$ cat src/rtl/cpu_host_pkg.sv
// Shared types and constants for the CPU host controller: session FSM states,
// memory strides and the run-phase counter width.
package cpu_host_pkg;

    typedef enum logic [2:0] {
        ST_IDLE     = 3'd0,
        ST_LOAD     = 3'd1,
        ST_RUN      = 3'd2,
        ST_DUMP_RD  = 3'd3,
        ST_DUMP_CAP = 3'd4,
        ST_DUMP_OUT = 3'd5,
        ST_FIN      = 3'd6
    } state_t;

    localparam int IMEM_STRIDE = 4;
    localparam int DMEM_STRIDE = 8;
    localparam int RUN_CNT_W   = 32;

    // First phase with non-zero work, in session order; FIN when nothing is left.
    function automatic state_t first_phase(input logic prog_nz, input logic run_nz, input logic dump_nz);
        state_t ph;
        if (prog_nz) begin
            ph = ST_LOAD;
        end else if (run_nz) begin
            ph = ST_RUN;
        end else if (dump_nz) begin
            ph = ST_DUMP_RD;
        end else begin
            ph = ST_FIN;
        end
        return ph;
    endfunction

endpackage

$ cat src/rtl/cpu_host_ctrl_cycle_timer.sv
// Loadable down-counter with a zero flag; paces how long the core stays enabled.
module cycle_timer
    import cpu_host_pkg::*;
(
    input  logic                 clk,
    input  logic                 arst,
    input  logic                 load,
    input  logic [RUN_CNT_W-1:0] load_val,
    input  logic                 dec,
    output logic                 zero
);

    logic [RUN_CNT_W-1:0] count_r;

    // Count register: load has priority, decrement saturates at zero.
    always_ff @(posedge clk or posedge arst) begin
        if (arst) begin
            count_r <= {RUN_CNT_W{1'b0}};
        end else if (load) begin
            count_r <= load_val;
        end else if (dec && !zero) begin
            count_r <= count_r - {{(RUN_CNT_W-1){1'b0}}, 1'b1};
        end else begin
            count_r <= count_r;
        end
    end

    assign zero = (count_r == {RUN_CNT_W{1'b0}});

endmodule

$ cat src/rtl/cpu_host_ctrl.sv
// Host-side session sequencer: streams a program into IMEM, enables the core for
// a fixed number of cycles, then streams a DMEM window out. All outputs registered.
module cpu_host_ctrl
    import cpu_host_pkg::*;
#(
    parameter int IMEM_AW = 9,
    parameter int DMEM_AW = 10
) (
    input  logic                 clk,
    input  logic                 arst,
    input  logic                 start,
    input  logic [IMEM_AW:0]     prog_len,
    input  logic [RUN_CNT_W-1:0] run_cycles,
    input  logic [63:0]          dump_base,
    input  logic [DMEM_AW:0]     dump_len,
    input  logic                 s_valid,
    output logic                 s_ready,
    input  logic [31:0]          s_data,
    output logic                 m_valid,
    input  logic                 m_ready,
    output logic [63:0]          m_data,
    output logic                 m_last,
    output logic                 cpu_enable,
    output logic [63:0]          addr_ext,
    output logic                 wen_ext,
    output logic                 ren_ext,
    output logic [31:0]          wdata_ext,
    input  logic [31:0]          rdata_ext,
    output logic [63:0]          addr_ext_2,
    output logic                 wen_ext_2,
    output logic                 ren_ext_2,
    output logic [63:0]          wdata_ext_2,
    input  logic [63:0]          rdata_ext_2,
    output logic                 busy,
    output logic                 done
);

    localparam int IDX_W = ((IMEM_AW > DMEM_AW) ? IMEM_AW : DMEM_AW) + 1;

    state_t state_r, state_nxt_s, phase_s;
    logic [IDX_W-1:0]     idx_r, idx_nxt_s;
    logic [IMEM_AW:0]     prog_len_r, prog_len_nxt_s;
    logic [RUN_CNT_W-1:0] run_cycles_r, run_cycles_nxt_s, timer_val_s;
    logic [63:0]          dump_base_r, dump_base_nxt_s;
    logic [DMEM_AW:0]     dump_len_r, dump_len_nxt_s;
    logic                 s_ready_r, s_ready_nxt_s;
    logic                 wen_r, wen_nxt_s;
    logic [63:0]          addr_r, addr_nxt_s;
    logic [31:0]          wdata_r, wdata_nxt_s;
    logic                 ren2_r, ren2_nxt_s;
    logic [63:0]          addr2_r, addr2_nxt_s;
    logic                 m_valid_r, m_valid_nxt_s, m_last_r, m_last_nxt_s;
    logic [63:0]          m_data_r, m_data_nxt_s;
    logic                 cpu_enable_r, busy_r, done_r;
    logic                 timer_load_s, timer_dec_s, timer_zero_s;
    logic                 unused_s;

    cycle_timer u_timer (
        .clk      (clk),
        .arst     (arst),
        .load     (timer_load_s),
        .load_val (timer_val_s),
        .dec      (timer_dec_s),
        .zero     (timer_zero_s)
    );

    // Next-state and next-output decode; registers hold unless a state says otherwise.
    always_comb begin
        state_nxt_s      = state_r;
        phase_s          = ST_FIN;
        idx_nxt_s        = idx_r;
        prog_len_nxt_s   = prog_len_r;
        run_cycles_nxt_s = run_cycles_r;
        dump_base_nxt_s  = dump_base_r;
        dump_len_nxt_s   = dump_len_r;
        s_ready_nxt_s    = 1'b0;
        wen_nxt_s        = 1'b0;
        addr_nxt_s       = addr_r;
        wdata_nxt_s      = wdata_r;
        m_valid_nxt_s    = m_valid_r;
        m_data_nxt_s     = m_data_r;
        m_last_nxt_s     = m_last_r;
        timer_dec_s      = 1'b0;
        case (state_r)
            ST_IDLE: begin
                phase_s = first_phase(prog_len != {(IMEM_AW+1){1'b0}},
                                      run_cycles != {RUN_CNT_W{1'b0}},
                                      dump_len != {(DMEM_AW+1){1'b0}});
                if (start) begin
                    prog_len_nxt_s   = prog_len;
                    run_cycles_nxt_s = run_cycles;
                    dump_base_nxt_s  = dump_base;
                    dump_len_nxt_s   = dump_len;
                    idx_nxt_s        = {IDX_W{1'b0}};
                    state_nxt_s      = phase_s;
                    s_ready_nxt_s    = (phase_s == ST_LOAD);
                end else begin
                    state_nxt_s = ST_IDLE;
                end
            end
            ST_LOAD: begin
                // s_ready low inside LOAD means the final write is on the bus now.
                if (s_ready_r && s_valid) begin
                    wen_nxt_s     = 1'b1;
                    addr_nxt_s    = 64'(idx_r[IMEM_AW-1:0]) * 64'(IMEM_STRIDE);
                    wdata_nxt_s   = s_data;
                    idx_nxt_s     = idx_r + IDX_W'(1);
                    s_ready_nxt_s = (idx_r != IDX_W'(prog_len_r) - IDX_W'(1));
                end else if (!s_ready_r) begin
                    idx_nxt_s   = {IDX_W{1'b0}};
                    state_nxt_s = first_phase(1'b0, run_cycles_r != {RUN_CNT_W{1'b0}},
                                              dump_len_r != {(DMEM_AW+1){1'b0}});
                end else begin
                    s_ready_nxt_s = 1'b1;
                end
            end
            ST_RUN: begin
                if (timer_zero_s) begin
                    idx_nxt_s   = {IDX_W{1'b0}};
                    state_nxt_s = (dump_len_r != {(DMEM_AW+1){1'b0}}) ? ST_DUMP_RD : ST_FIN;
                end else begin
                    timer_dec_s = 1'b1;
                end
            end
            ST_DUMP_RD: begin
                state_nxt_s = ST_DUMP_CAP;
            end
            ST_DUMP_CAP: begin
                m_data_nxt_s  = rdata_ext_2;
                m_valid_nxt_s = 1'b1;
                m_last_nxt_s  = (idx_r == IDX_W'(dump_len_r) - IDX_W'(1));
                state_nxt_s   = ST_DUMP_OUT;
            end
            ST_DUMP_OUT: begin
                if (m_ready) begin
                    m_valid_nxt_s = 1'b0;
                    m_last_nxt_s  = 1'b0;
                    idx_nxt_s     = idx_r + IDX_W'(1);
                    state_nxt_s   = m_last_r ? ST_FIN : ST_DUMP_RD;
                end else begin
                    state_nxt_s = ST_DUMP_OUT;
                end
            end
            ST_FIN: begin
                state_nxt_s = ST_IDLE;
            end
            default: begin
                state_nxt_s = ST_IDLE;
            end
        endcase
        timer_load_s = (state_nxt_s == ST_RUN) && (state_r != ST_RUN);
        timer_val_s  = run_cycles_nxt_s - {{(RUN_CNT_W-1){1'b0}}, 1'b1};
        ren2_nxt_s   = (state_nxt_s == ST_DUMP_RD);
        addr2_nxt_s  = ren2_nxt_s ? dump_base_nxt_s + 64'(idx_nxt_s) * 64'(DMEM_STRIDE) : addr2_r;
    end

    // State register.
    always_ff @(posedge clk or posedge arst) begin
        if (arst) begin
            state_r <= ST_IDLE;
        end else begin
            state_r <= state_nxt_s;
        end
    end

    // Session parameters, word index and registered outputs.
    always_ff @(posedge clk or posedge arst) begin
        if (arst) begin
            idx_r        <= {IDX_W{1'b0}};
            prog_len_r   <= {(IMEM_AW+1){1'b0}};
            run_cycles_r <= {RUN_CNT_W{1'b0}};
            dump_base_r  <= 64'd0;
            dump_len_r   <= {(DMEM_AW+1){1'b0}};
            s_ready_r    <= 1'b0;
            wen_r        <= 1'b0;
            addr_r       <= 64'd0;
            wdata_r      <= 32'd0;
            ren2_r       <= 1'b0;
            addr2_r      <= 64'd0;
            m_valid_r    <= 1'b0;
            m_data_r     <= 64'd0;
            m_last_r     <= 1'b0;
            cpu_enable_r <= 1'b0;
            busy_r       <= 1'b0;
            done_r       <= 1'b0;
        end else begin
            idx_r        <= idx_nxt_s;
            prog_len_r   <= prog_len_nxt_s;
            run_cycles_r <= run_cycles_nxt_s;
            dump_base_r  <= dump_base_nxt_s;
            dump_len_r   <= dump_len_nxt_s;
            s_ready_r    <= s_ready_nxt_s;
            wen_r        <= wen_nxt_s;
            addr_r       <= addr_nxt_s;
            wdata_r      <= wdata_nxt_s;
            ren2_r       <= ren2_nxt_s;
            addr2_r      <= addr2_nxt_s;
            m_valid_r    <= m_valid_nxt_s;
            m_data_r     <= m_data_nxt_s;
            m_last_r     <= m_last_nxt_s;
            cpu_enable_r <= (state_nxt_s == ST_RUN);
            busy_r       <= (state_nxt_s != ST_IDLE);
            done_r       <= (state_nxt_s == ST_FIN);
        end
    end

    assign s_ready     = s_ready_r;
    assign wen_ext     = wen_r;
    assign addr_ext    = addr_r;
    assign wdata_ext   = wdata_r;
    assign ren_ext     = 1'b0;
    assign ren_ext_2   = ren2_r;
    assign addr_ext_2  = addr2_r;
    assign wen_ext_2   = 1'b0;
    assign wdata_ext_2 = 64'd0;
    assign m_valid     = m_valid_r;
    assign m_data      = m_data_r;
    assign m_last      = m_last_r;
    assign cpu_enable  = cpu_enable_r;
    assign busy        = busy_r;
    assign done        = done_r;
    assign unused_s    = ^rdata_ext;

endmodule

$ cat config.mk
export PLATFORM = sky130hd
export DESIGN_NAME = cpu_host_ctrl
export DESIGN_NICKNAME = d
export VERILOG_FILES = /design/src/rtl/cpu_host_pkg.sv /design/src/rtl/cpu_host_ctrl_cycle_timer.sv /design/src/rtl/cpu_host_ctrl.sv
export SDC_FILE = /design/constraint.sdc
export NUM_CORES = 1
export LEC_CHECK = 0
export BUFFER_PORTS_ARGS = -buffer_cell sky130_fd_sc_hd__buf_4
export CAP_MARGIN = 20
export CELL_PAD_IN_SITES_DETAIL_PLACEMENT = 0
export CELL_PAD_IN_SITES_GLOBAL_PLACEMENT = 1
export CORE_MARGIN = 1
export CORE_UTILIZATION = 35
export CTS_CLUSTER_DIAMETER = 30
export DETAILED_ROUTE_END_ITERATION = 16
export PLACE_DENSITY = 0.8
export SLEW_MARGIN = 30
export SYNTH_ARGS = -nofsm -noshare
export SYNTH_HDL_FRONTEND = slang
export SYNTH_SLANG_ARGS = --single-unit
$ cat constraint.sdc
create_clock -name clk -period 9.8 [get_ports clk]
set_clock_uncertainty 0.1 [all_clocks]
set_input_delay 0 -clock clk [delete_from_list [all_inputs] [get_ports clk]]
set_output_delay 0 -clock clk [all_outputs]
set_load 0.01 [all_outputs]
* Yosys cells after proc, flatten, opt, wreduce, memory -nomap -nowiden
Cells that the tools add are included.
** Storage, ports and cells
- Bits in registers :: 340
- Output and inout bits :: 298
- Word-level logic and storage cells :: 91
** Cells by class
- Add/subtract/negate cells :: 6
- Eq/ne operators :: 13
- Mux-type cells :: 36
- Reductions and logical operators :: 17
** Operator list (number)
- two-way mux 32 bit :: 4
- two-way mux 64 bit :: 2
- adder 64 x 14 -> 64 bit :: 1
- nonzero test 32 bit :: 2
- subtractor 32 x 1 -> 32 bit (second input constant) :: 2
- two-way mux 11 bit :: 5
- case mux 11 bit (4 select lines) :: 1
- two-way mux 3 bit :: 12
- zero test 32 bit :: 1
- nonzero test 11 bit :: 2
- case mux 3 bit (6 select lines) :: 1
- equality test 3 x 2 -> 1 bit (second input constant) :: 4
- adder 11 x 1 -> 11 bit (second input constant) :: 1
- equality test 11 bit :: 1
- != test 11 bit :: 1
- subtractor 10 x 1 -> 11 bit (second input constant) :: 1
- subtractor 11 x 1 -> 11 bit (second input constant) :: 1
- nonzero test 10 bit :: 1
- equality test 3 bit (second input constant) :: 3
- two-way mux 1 bit :: 8
- equality test 3 x 1 -> 1 bit (second input constant) :: 2
- case mux 1 bit (2 select lines) :: 3
- AND reduction 2 bit :: 3
- nonzero test 2 bit :: 2
- 6 further kinds :: 8

* Logic depth before layout (Yosys ltp)
Gate-level depths: netlist of the first run.
- Word-level depth :: 10
- Depth in mapped cells :: 26

* By module
From an unflattened synthesis of the first run, not the netlist that was laid out.
** Unflattened totals
- Cells, all modules :: 1970
- Area total of the unflattened synthesis :: 18266.3 µm²
** By module, submodules not included
- cpu_host_ctrl :: area an instance 16273.1 µm², instances 1, cells each 1748
- cycle_timer :: area an instance 1993.2 µm², instances 1, cells each 222

* Least setup slack after synthesis of the first run
Ideal clock, no wire load.
- Path type :: reg-to-reg
- Start point :: reg state_r[0]
- End point :: reg addr2_r[39] (netlist: addr_ext_2[39])
- Period minus slack after synthesis :: 5440 ps
- Setup time :: 133 ps
- Cell stages (with the launch flop) :: 27
- Arrival :: 5207 ps
- Setup slack :: 4360 ps
- Cell sequence :: dfrtp_1 buf_6 nor4b_2 buf_4 buf_4 buf_4 buf_2 buf_4 buf_4 buf_2 buf_2 buf_1 nand2_1 nand2_1 ha_1 inv_1 fa_1 nor2b_1 o21ai_0 a21boi_0 o221ai_1 a211oi_1 o31ai_1 clkbuf_1 a211oi_1 xnor2_1 o21ai_0
** On the way
- Elaborated cells between the ends (all ways) :: 14
** RTL lines
- start: declaration :: line cpu_host_ctrl.sv:40 : state_t state_r, state_nxt_s, phase_s;
- start signal: assignment :: line cpu_host_ctrl.sv:162 : state_r <= state_nxt_s;
- zero test 3 bit
- two-way mux 64 bit :: line cpu_host_ctrl.sv:84 : case (state_r)
- net dump_base_nxt_s[3] :: line cpu_host_ctrl.sv:44 : logic [63:0] dump_base_r, dump_base_nxt_s;
- adder 64 x 14 -> 64 bit :: line cpu_host_ctrl.sv:154 : addr2_nxt_s = ren2_nxt_s ? dump_base_nxt_s + 64'(idx_nxt_s) * 64'(DMEM_STRIDE) : addr2_r;
- end signal: assignment :: line cpu_host_ctrl.sv:197 : addr2_r <= addr2_nxt_s;
- end: declaration :: line cpu_host_ctrl.sv:51 : logic [63:0] addr2_r, addr2_nxt_s;
The timed path passes the listed nets, and every way through them passes these cells.
A chain may end at the register's enable or synchronous reset.

* Worst setup path after layout of the first run
- Start point :: reg u_timer.count_r[3]
- End point :: reg addr2_r[30] (netlist: addr_ext_2[30])
** On the way
- Word-level cells in the longest chain between the ends :: 4
- Elaborated cells between the ends (all ways) :: 7
** Ends and longest elaborated chain
- start: declaration :: line cpu_host_ctrl_cycle_timer.sv:13 : logic [RUN_CNT_W-1:0] count_r;
- start signal: assignment :: line cpu_host_ctrl_cycle_timer.sv:18 : count_r <= {RUN_CNT_W{1'b0}};
- start signal: assignment :: line cpu_host_ctrl_cycle_timer.sv:20 : count_r <= load_val;
- start signal: assignment :: line cpu_host_ctrl_cycle_timer.sv:22 : count_r <= count_r - {{(RUN_CNT_W-1){1'b0}}, 1'b1};
- zero test 32 bit :: line cpu_host_ctrl_cycle_timer.sv:28 : assign zero = (count_r == {RUN_CNT_W{1'b0}});
- two-way mux 11 bit :: line cpu_host_ctrl.sv:118 : if (timer_zero_s) begin
- case mux 11 bit (4 select lines) :: line cpu_host_ctrl.sv:84
- net idx_nxt_s[1] :: line cpu_host_ctrl.sv:41 : logic [IDX_W-1:0] idx_r, idx_nxt_s;
- adder 64 x 14 -> 64 bit :: line cpu_host_ctrl.sv:154
The timed path passes the listed nets, and every way through them passes these cells.

==> results of run 1 <==
-- cells by family after synthesis --
| kind of cell | Yosys count | synth area share (%) |
|---|---|---|
| AND/OR/NAND/NOR | 825 | 20.55 |
| flip-flops | 340 | 46.85 |
| buffers and inverters | 287 | 8.895 |
| AO/OA/AOI/OAI | 280 | 9.425 |
| multiplexers | 150 | 8.922 |
| XOR/XNOR | 87 | 4.196 |
| adder cells (fa/ha/maj) | 16 | 1.144 |
| other | 1 | 0.02065 |
-- cell type report --
class                      instances  area share [%]
timing repair buffer             669           21.13
sequential                       340           31.57
inverter                          76           1.105
clock buffer                     121           9.535
clock inverter                    45           1.810
multi-input combinational       1479           31.67
tap                              680           3.157
antenna                            3         0.02785
-- how the worst min path moves through the flow --
| stage | end |
|---|---|
| after global placement | wdata_ext[1]$_DFFE_PP0P_ |
| after global routing | dump_base_r[2]$_DFF_PP0_ |
| after CTS | dump_base_r[2]$_DFF_PP0_ |
| after floorplan | dump_len_r[10]$_DFFE_PP0P_ |
| after detailed placement | wdata_ext[0]$_DFFE_PP0P_ |
| final | dump_base_r[2]$_DFF_PP0_ |
-- cell usage in the layout, fill, tap and decap left out, types with 18 or more instances in the layout --
master / synthesis / layout
nand2_1: 474 / 473
nand3_1: 53 / 52
nor4_1: 26 / 26
mux2i_1: 62 / 62
nor3_1: 57 / 57
a31oi_1: 19 / 19
nor2_1: 92 / 91
and2_1: 21 / 21
clkbuf_8: 0 / 18
o21ai_0: 111 / 111
buf_4: 129 / 406
a21oi_1: 60 / 60
clkbuf_16: 0 / 91
nand4_1: 19 / 19
dlygate4sd3_1: 0 / 259
mux2_2: 85 / 85
xor2_1: 29 / 29
inv_1: 75 / 74
clkinv_2: 0 / 20
a211oi_1: 18 / 18
xnor2_1: 58 / 58
dfrtp_1: 340 / 340
conb_1: 1 / 121
-- worst max-delay path, stage by stage, from the launching register on --
cell and delay, ns:
dfrtp_1 0.42, nor4_1 0.75, nand4_1 0.42, nor4b_2 0.58
nand2b_1 0.34, nand3_1 0.37, a22oi_1 0.45, inv_1 0.11
ha_1 0.31, a21o_1 0.18, a21o_1 0.21, a211oi_1 0.32
o21ai_0 0.21, o41ai_2 0.74, nand2b_1 0.44, nor2_1 0.12
xnor2_1 0.18, o21ai_0 0.11
-- flip-flops by register name, indices dropped and copies added (netlist names), 3 cells and up --
register	flops
prog_len_r	10
dump_base_r	64
run_cycles_r	32
idx_r	11
addr_ext_2	64
state_r	3
wdata_ext	32
addr_ext	9
dump_len_r	11
u_timer.count_r	32
m_data	64
-- report_power, final --
| part | switching [mW] | total, mW | internal (mW) |
|---|---|---|---|
| Clock | 0.903 | 2.93 | 2.03 |
| Combinational | 1.94 | 3.42 | 1.49 |
| Sequential | 0.454 | 2.50 | 2.04 |
| Total | 3.29 | 8.86 | 5.56 |
-- per-layer routing --
layer,track usage (%),routed length [microns],vias up
li1,-,-,7881
met1,27.80,25260,8162
met2,37.10,28750,654
met3,6.498,4591,124
met4,8.113,1717,0
met5,0,0,-
-- through the flow --
stage / hold slack [ns] / worst slack [ns] / area [sq um] / util (%) / instances
floorplan: 0.005435 / 0.2767 / 18610 / - / 2106
global placement: 0.09100 / 3.360 / 21280 / 41.48 / 2985
detailed placement: 0.09369 / 3.303 / 21280 / 41.49 / 2985
CTS: 0.008278 / 3.233 / 26920 / 52.48 / 3409
global route: 0.04115 / 2.661 / 26950 / 52.53 / 3412
finish: 0.05744 / 3.275 / 26950 / 52.54 / 3413
==> results.py, run 1 <==
metrics = {
    "timing": {
        "slew_headroom_pct": 39.75,
        "setup_viol": 0,
        "grt_setup_unrepaired": "false",
        "slew_viol_final": 0,
        "min_period_ns": 6.525,
        "tightest_slew_ns": 0.8939,
        "setup_tns_ns": 0,
        "hold_viol": 0,
        "fmax_mhz": 153.2,
        "fin_crit_sh_pct": 66.59,
    },
    "power_and_ir_drop": {
        "vdd_drop_max_mv": 0.1794,
        "p_leak_nw": 12.81,
        "power_mw": 8.857,
        "power.density_nw_per_um2": 328.6,
    },
    "place": {
        "hpwl_microns": 38650,
        "finalWeightedCongestion": 0.8661,
        "portBuffers": 394,
    },
    "global_routing": {
        "grt_overflow_total": 0,
        "grt_pass1_wl_microns": 94450,
        "grt_max_degree": 135,
        "grt_pass1_vias": 17113,
        "antenna_found_initial": 2,
        "grtUsageTotal_pct": 22.46,
    },
    "cells_and_area": {
        "drive_gt1_share_pct": 24.98,
        "area_growth_syn_to_layout_pct": 48.42,
        "fillers": 4555,
        "multiInputGateArea_sq_um": 8537,
        "final_net_count": 2922,
        "seq_area_sq_um": 8508,
    },
    "setup_path": {
        "crit_start": "u_timer.count_r[3]$_DFFE_PP0P_",
        "cp_max_fo": 11,
        "r2r_cells": 17,
        "critPathKind": "reg -> reg",
        "arrival_ns": 6.86,
        "required_ns": 10.14,
        "critPathLaunchType": "flip-flop",
        "worstReg2RegEnd": "addr_ext_2[30]$_DFFE_PP0P_",
        "r2r_start": "u_timer.count_r[3]$_DFFE_PP0P_",
        "critPathCaptureType": "flip-flop",
        "r2r_slack_ns": 3.27,
        "worstSetupEndpoint": "addr_ext_2[30]$_DFFE_PP0P_",
    },
    "clocking": {
        "clk_pin_slew_ns": 0.04,
        "cts_tree": "built",
        "numCtsBuffers": 90,
        "clkLatencyLatePin_ns": 0.62,
        "htreeDepth": 3,
        "ctsResizeCount": 0,
        "clockBufferDepth": 3,
        "cts_root_buf": "clkbuf_16",
        "hold_buffers": 258,
        "postCtsSetupRepairBufs": 0,
        "clock_sinks": 340,
    },
    "floorplan": {
        "die_area_sq_um": 52800,
        "dieWidth_microns": 229.8,
        "coreArea_sq_um": 51300,
        "rows": 83,
        "start_util_pct": 35.40,
        "ios": 548,
        "die_h_microns": 229.8,
    },
    "worst_hold_path": {
        "hp-class": "in -> reg",
        "hold_depth": 4,
        "worstHoldStart": "dump_base[2]",
    },
    "detailed_routing": {
        "drt_iter0_drc": 1026,
        "drt_wl_total_microns": 60320,
        "drt-vias-per-instance": 4.929,
        "via_count": 16821,
        "wire_per_inst_microns": 17.67,
        "drcViolationCount": 0,
        "firstDrtPassIters": 5,
        "ant_nets": 0,
    },
    "yosys": {
        "ys_seq_area_share_pct": 46.85,
        "synth_top_area_cell": "dfrtp_1",
        "ys.flop_type": "dfrtp_1",
        "synth_cell_types": 83,
        "synth_edf_count": 0,
        "synth.most_common_cell": "nand2_1",
        "avgSynthCellArea_sq_um": 9.144,
        "async_flop_share_pct": 100.0,
        "ys_warn_count": 0,
        "synth_top_area_share_pct": 46.85,
        "synth_area_sq_um": 18160,
        "synth-seq-cells": 340,
        "synth_cells": 1986,
        "ys_top_cells_by_count": "nand2_1 (474), dfrtp_1 (340), buf_4 (129)",
        "synthTopCellsByArea": "dfrtp_1 (47%), nand2_1 (9.8%), buf_4 (5.3%)",
    },
    "outcome": {
        "outcome": "finished, final reports clean",
    },
    "run": {
        "cap_violations": 0,
    },
}
No activity file was read; power rests on OpenSTA's default activity.
==> run 2, diff against run 1 <==
==> constraint.sdc (replaced) <==
create_clock -name clk -period 5.5 [get_ports clk]
set_clock_uncertainty 0.1 [all_clocks]
set_input_delay 0 -clock clk [delete_from_list [all_inputs] [get_ports clk]]
set_output_delay 0 -clock clk [all_outputs]
set_load 0.01 [all_outputs]
==> run 2 against run 1 <==
  * Register-to-register slack got worse by 2.7 ns
  * Combinational power increased by 80%
  * Maximum frequency increased by 32%
  * Largest power group unchanged
  * Flip-flop and latch count unchanged
  * Design area increased by 0.50%
  * Sequential share of layout area decreased by 0.16 points
  * First-iteration DRC count decreased by 5.5%
  * Final cell count about the same
==> results.py, run 2 (synthesized netlist as in run 1, its figures left out) <==
metrics = {
    "setup_path": {
        "max_stage_delay_ns": 0.65,
        "cp_max_fo": 7,
        "cp_slowest_cell": "or4_1",
        "arrival_ns": 5.32,
        "critPathTopFamily": "simple AND/OR/NAND/NOR gates",
        "r2r_cells": 19,
        "r2r_slack_ns": 0.55,
        "critical_path_depth": 19,
        "worstPathCellList": "or4_1, nor4_4, nor4b_4, nand2b_1, nand3_2, a22oi_1, inv_1, ha_1, a21o_1, a21o_1, a211oi_1, o21ai_0, o41ai_2, buf_4, nand2b_1, buf_12, nor3_1, xnor2_1, o21ai_0",
        "critPathKind": "reg -> reg",
        "critPathLaunchType": "flip-flop",
        "required_ns": 5.88,
        "critPathCaptureType": "flip-flop",
        "cp_num_buf_inv": 3,
    },
    "detailed_routing": {
        "drt-vias-per-instance": 4.889,
        "drcViolationCount": 0,
        "firstDrtPassIters": 5,
        "via_count": 16681,
        "ant_nets": 0,
        "drt_iter0_drc": 970,
        "drt_wl_total_microns": 59750,
        "wire_per_inst_microns": 17.51,
    },
    "clocking": {
        "htreeDepth": 3,
        "cts_root_buf": "clkbuf_16",
        "numCtsBuffers": 91,
        "clock_sinks": 340,
        "clockBufferDepth": 3,
        "clk_pin_slew_ns": 0.04,
        "clkLatencyLatePin_ns": 0.61,
        "cts_tree": "built",
    },
    "cells_and_area": {
        "drive_gt1_share_pct": 26.16,
        "final_common_cell": "nand2_1",
        "final_cells": 3412,
        "final_net_count": 2920,
        "final_cell_mix": "nand2_1 (473), buf_4 (433), dfrtp_1 (340)",
        "area_growth_syn_to_layout_pct": 49.16,
    },
    "global_routing": {
        "grt_pass1_vias": 16814,
        "grt_pass1_wl_microns": 93210,
        "grtUsageTotal_pct": 22.25,
        "antenna_found_initial": 4,
        "grt_max_degree": 140,
        "grt_overflow_total": 0,
    },
    "worst_hold_path": {
        "hold_depth": 5,
        "hp-class": "in -> reg",
    },
    "timing": {
        "fmax_mhz": 202.1,
        "hold_viol": 0,
        "fin_crit_sh_pct": 89.95,
        "tightest_slew_ns": 0.8947,
        "setup_tns_ns": 0,
        "slew_viol_final": 0,
        "grt_setup_unrepaired": "false",
        "slew_headroom_pct": 40.35,
        "min_period_ns": 4.947,
        "setup_viol": 0,
    },
    "floorplan": {
        "die_h_microns": 229.8,
        "rows": 83,
        "ios": 548,
        "die_area_sq_um": 52800,
        "coreArea_sq_um": 51300,
        "dieWidth_microns": 229.8,
        "start_util_pct": 35.40,
    },
    "power_and_ir_drop": {
        "power.density_nw_per_um2": 593.9,
        "p_leak_nw": 12.89,
        "vdd_drop_max_mv": 0.3480,
    },
    "place": {
        "portBuffers": 394,
        "hpwl_microns": 40220,
        "placed_cells": 3014,
        "finalWeightedCongestion": 0.8630,
    },
    "outcome": {
        "outcome": "finished, final reports clean",
    },
    "run": {
        "cap_violations": 0,
    },
}
run 2: cell types whose count changed in the layout (fill, tap and decap cells not counted), moves of 4 or more:
| cell | delta |
|---|---|
| buf_12 | +4 |
| buf_4 | +27 |
| bufinv_16 | +5 |
| clkbuf_8 | -6 |
| dlygate4sd3_1 | -33 |
run 2: metal layers:
layer  wire length [microns]  part of all wire (%)  track usage [%]
met1                   25000                    42            27.64
met2                   28830                    48            36.93
met3                    4527                   7.6            6.548
met4                    1374                   2.3            7.161
met5                      13                 0.022                0
run 2: tightest hold or removal path, stage by stage:
cell and delay [ns]:
buf_4 0.12, nor3_1 0.15, a221oi_1 0.08, nand3_2 0.15
mux2_2 0.19
run 2: power by group:
group	total (mW)	internal, mW	switching (mW)
combinational	6.17	2.67	3.50
sequential	4.44	3.64	0.791
clock	5.49	3.87	1.61
run 2: repair_timing:
action | CTS | global route
gates resized for setup | 1 | 5
pin swaps | 0 | 0
buffers inserted | 0 | 0
endpoints found under the hold margin | 367 | 0
setup endpoints to repair | 2 | 47
gates cloned | 0 | 0
hold buffers | 226 | 0
run 2: area by class of cell:
class / instances / area, sq um
Clock buffer: 120 / 2570
Clock inverter: 48 / 644.4
Antenna cell: 3 / 7.507
Multi-Input combinational cell: 1479 / 8566
Fill cell: 4459 / 24210
Timing Repair Buffer: 666 / 5652
Tap cell: 680 / 850.8
Sequential cell: 340 / 8508
Inverter: 76 / 289.0
run 2: path summary, 6_finish.rpt:
check	end	startpoint
setup / recovery	addr_ext_2[42]$_DFFE_PP0P_	u_timer.count_r[23]$_DFFE_PP0P_
hold / removal	idx_r[0]$_DFF_PP0_	start
setup reg to reg	addr_ext_2[42]$_DFFE_PP0P_	u_timer.count_r[23]$_DFFE_PP0P_
hold reg to reg	dump_base_r[0]$_DFF_PP0_	dump_base_r[0]$_DFF_PP0_
max in group asynchronous	run_cycles_r[18]$_DFF_PP0_	arst
min in group asynchronous	m_data[22]$_DFFE_PP0P_	arst
run 2: per-stage QoR:
stage                     hold slack (ns)  setup WS [ns]  util (%)  total power [mW]  area (sq um)
final                             0.02636         0.5530     52.80             16.09         27090
after global routing             0.006618        0.04330     52.80             17.04         27090
after CTS                        0.003475         0.2029     52.68             16.06         27030
after detailed placement          0.06612         0.1370     42.00             10.31         21550
after global placement            0.06649         0.1740     41.94             10.12         21520
after floorplan                  0.005435        0.05970         -             8.104         18610
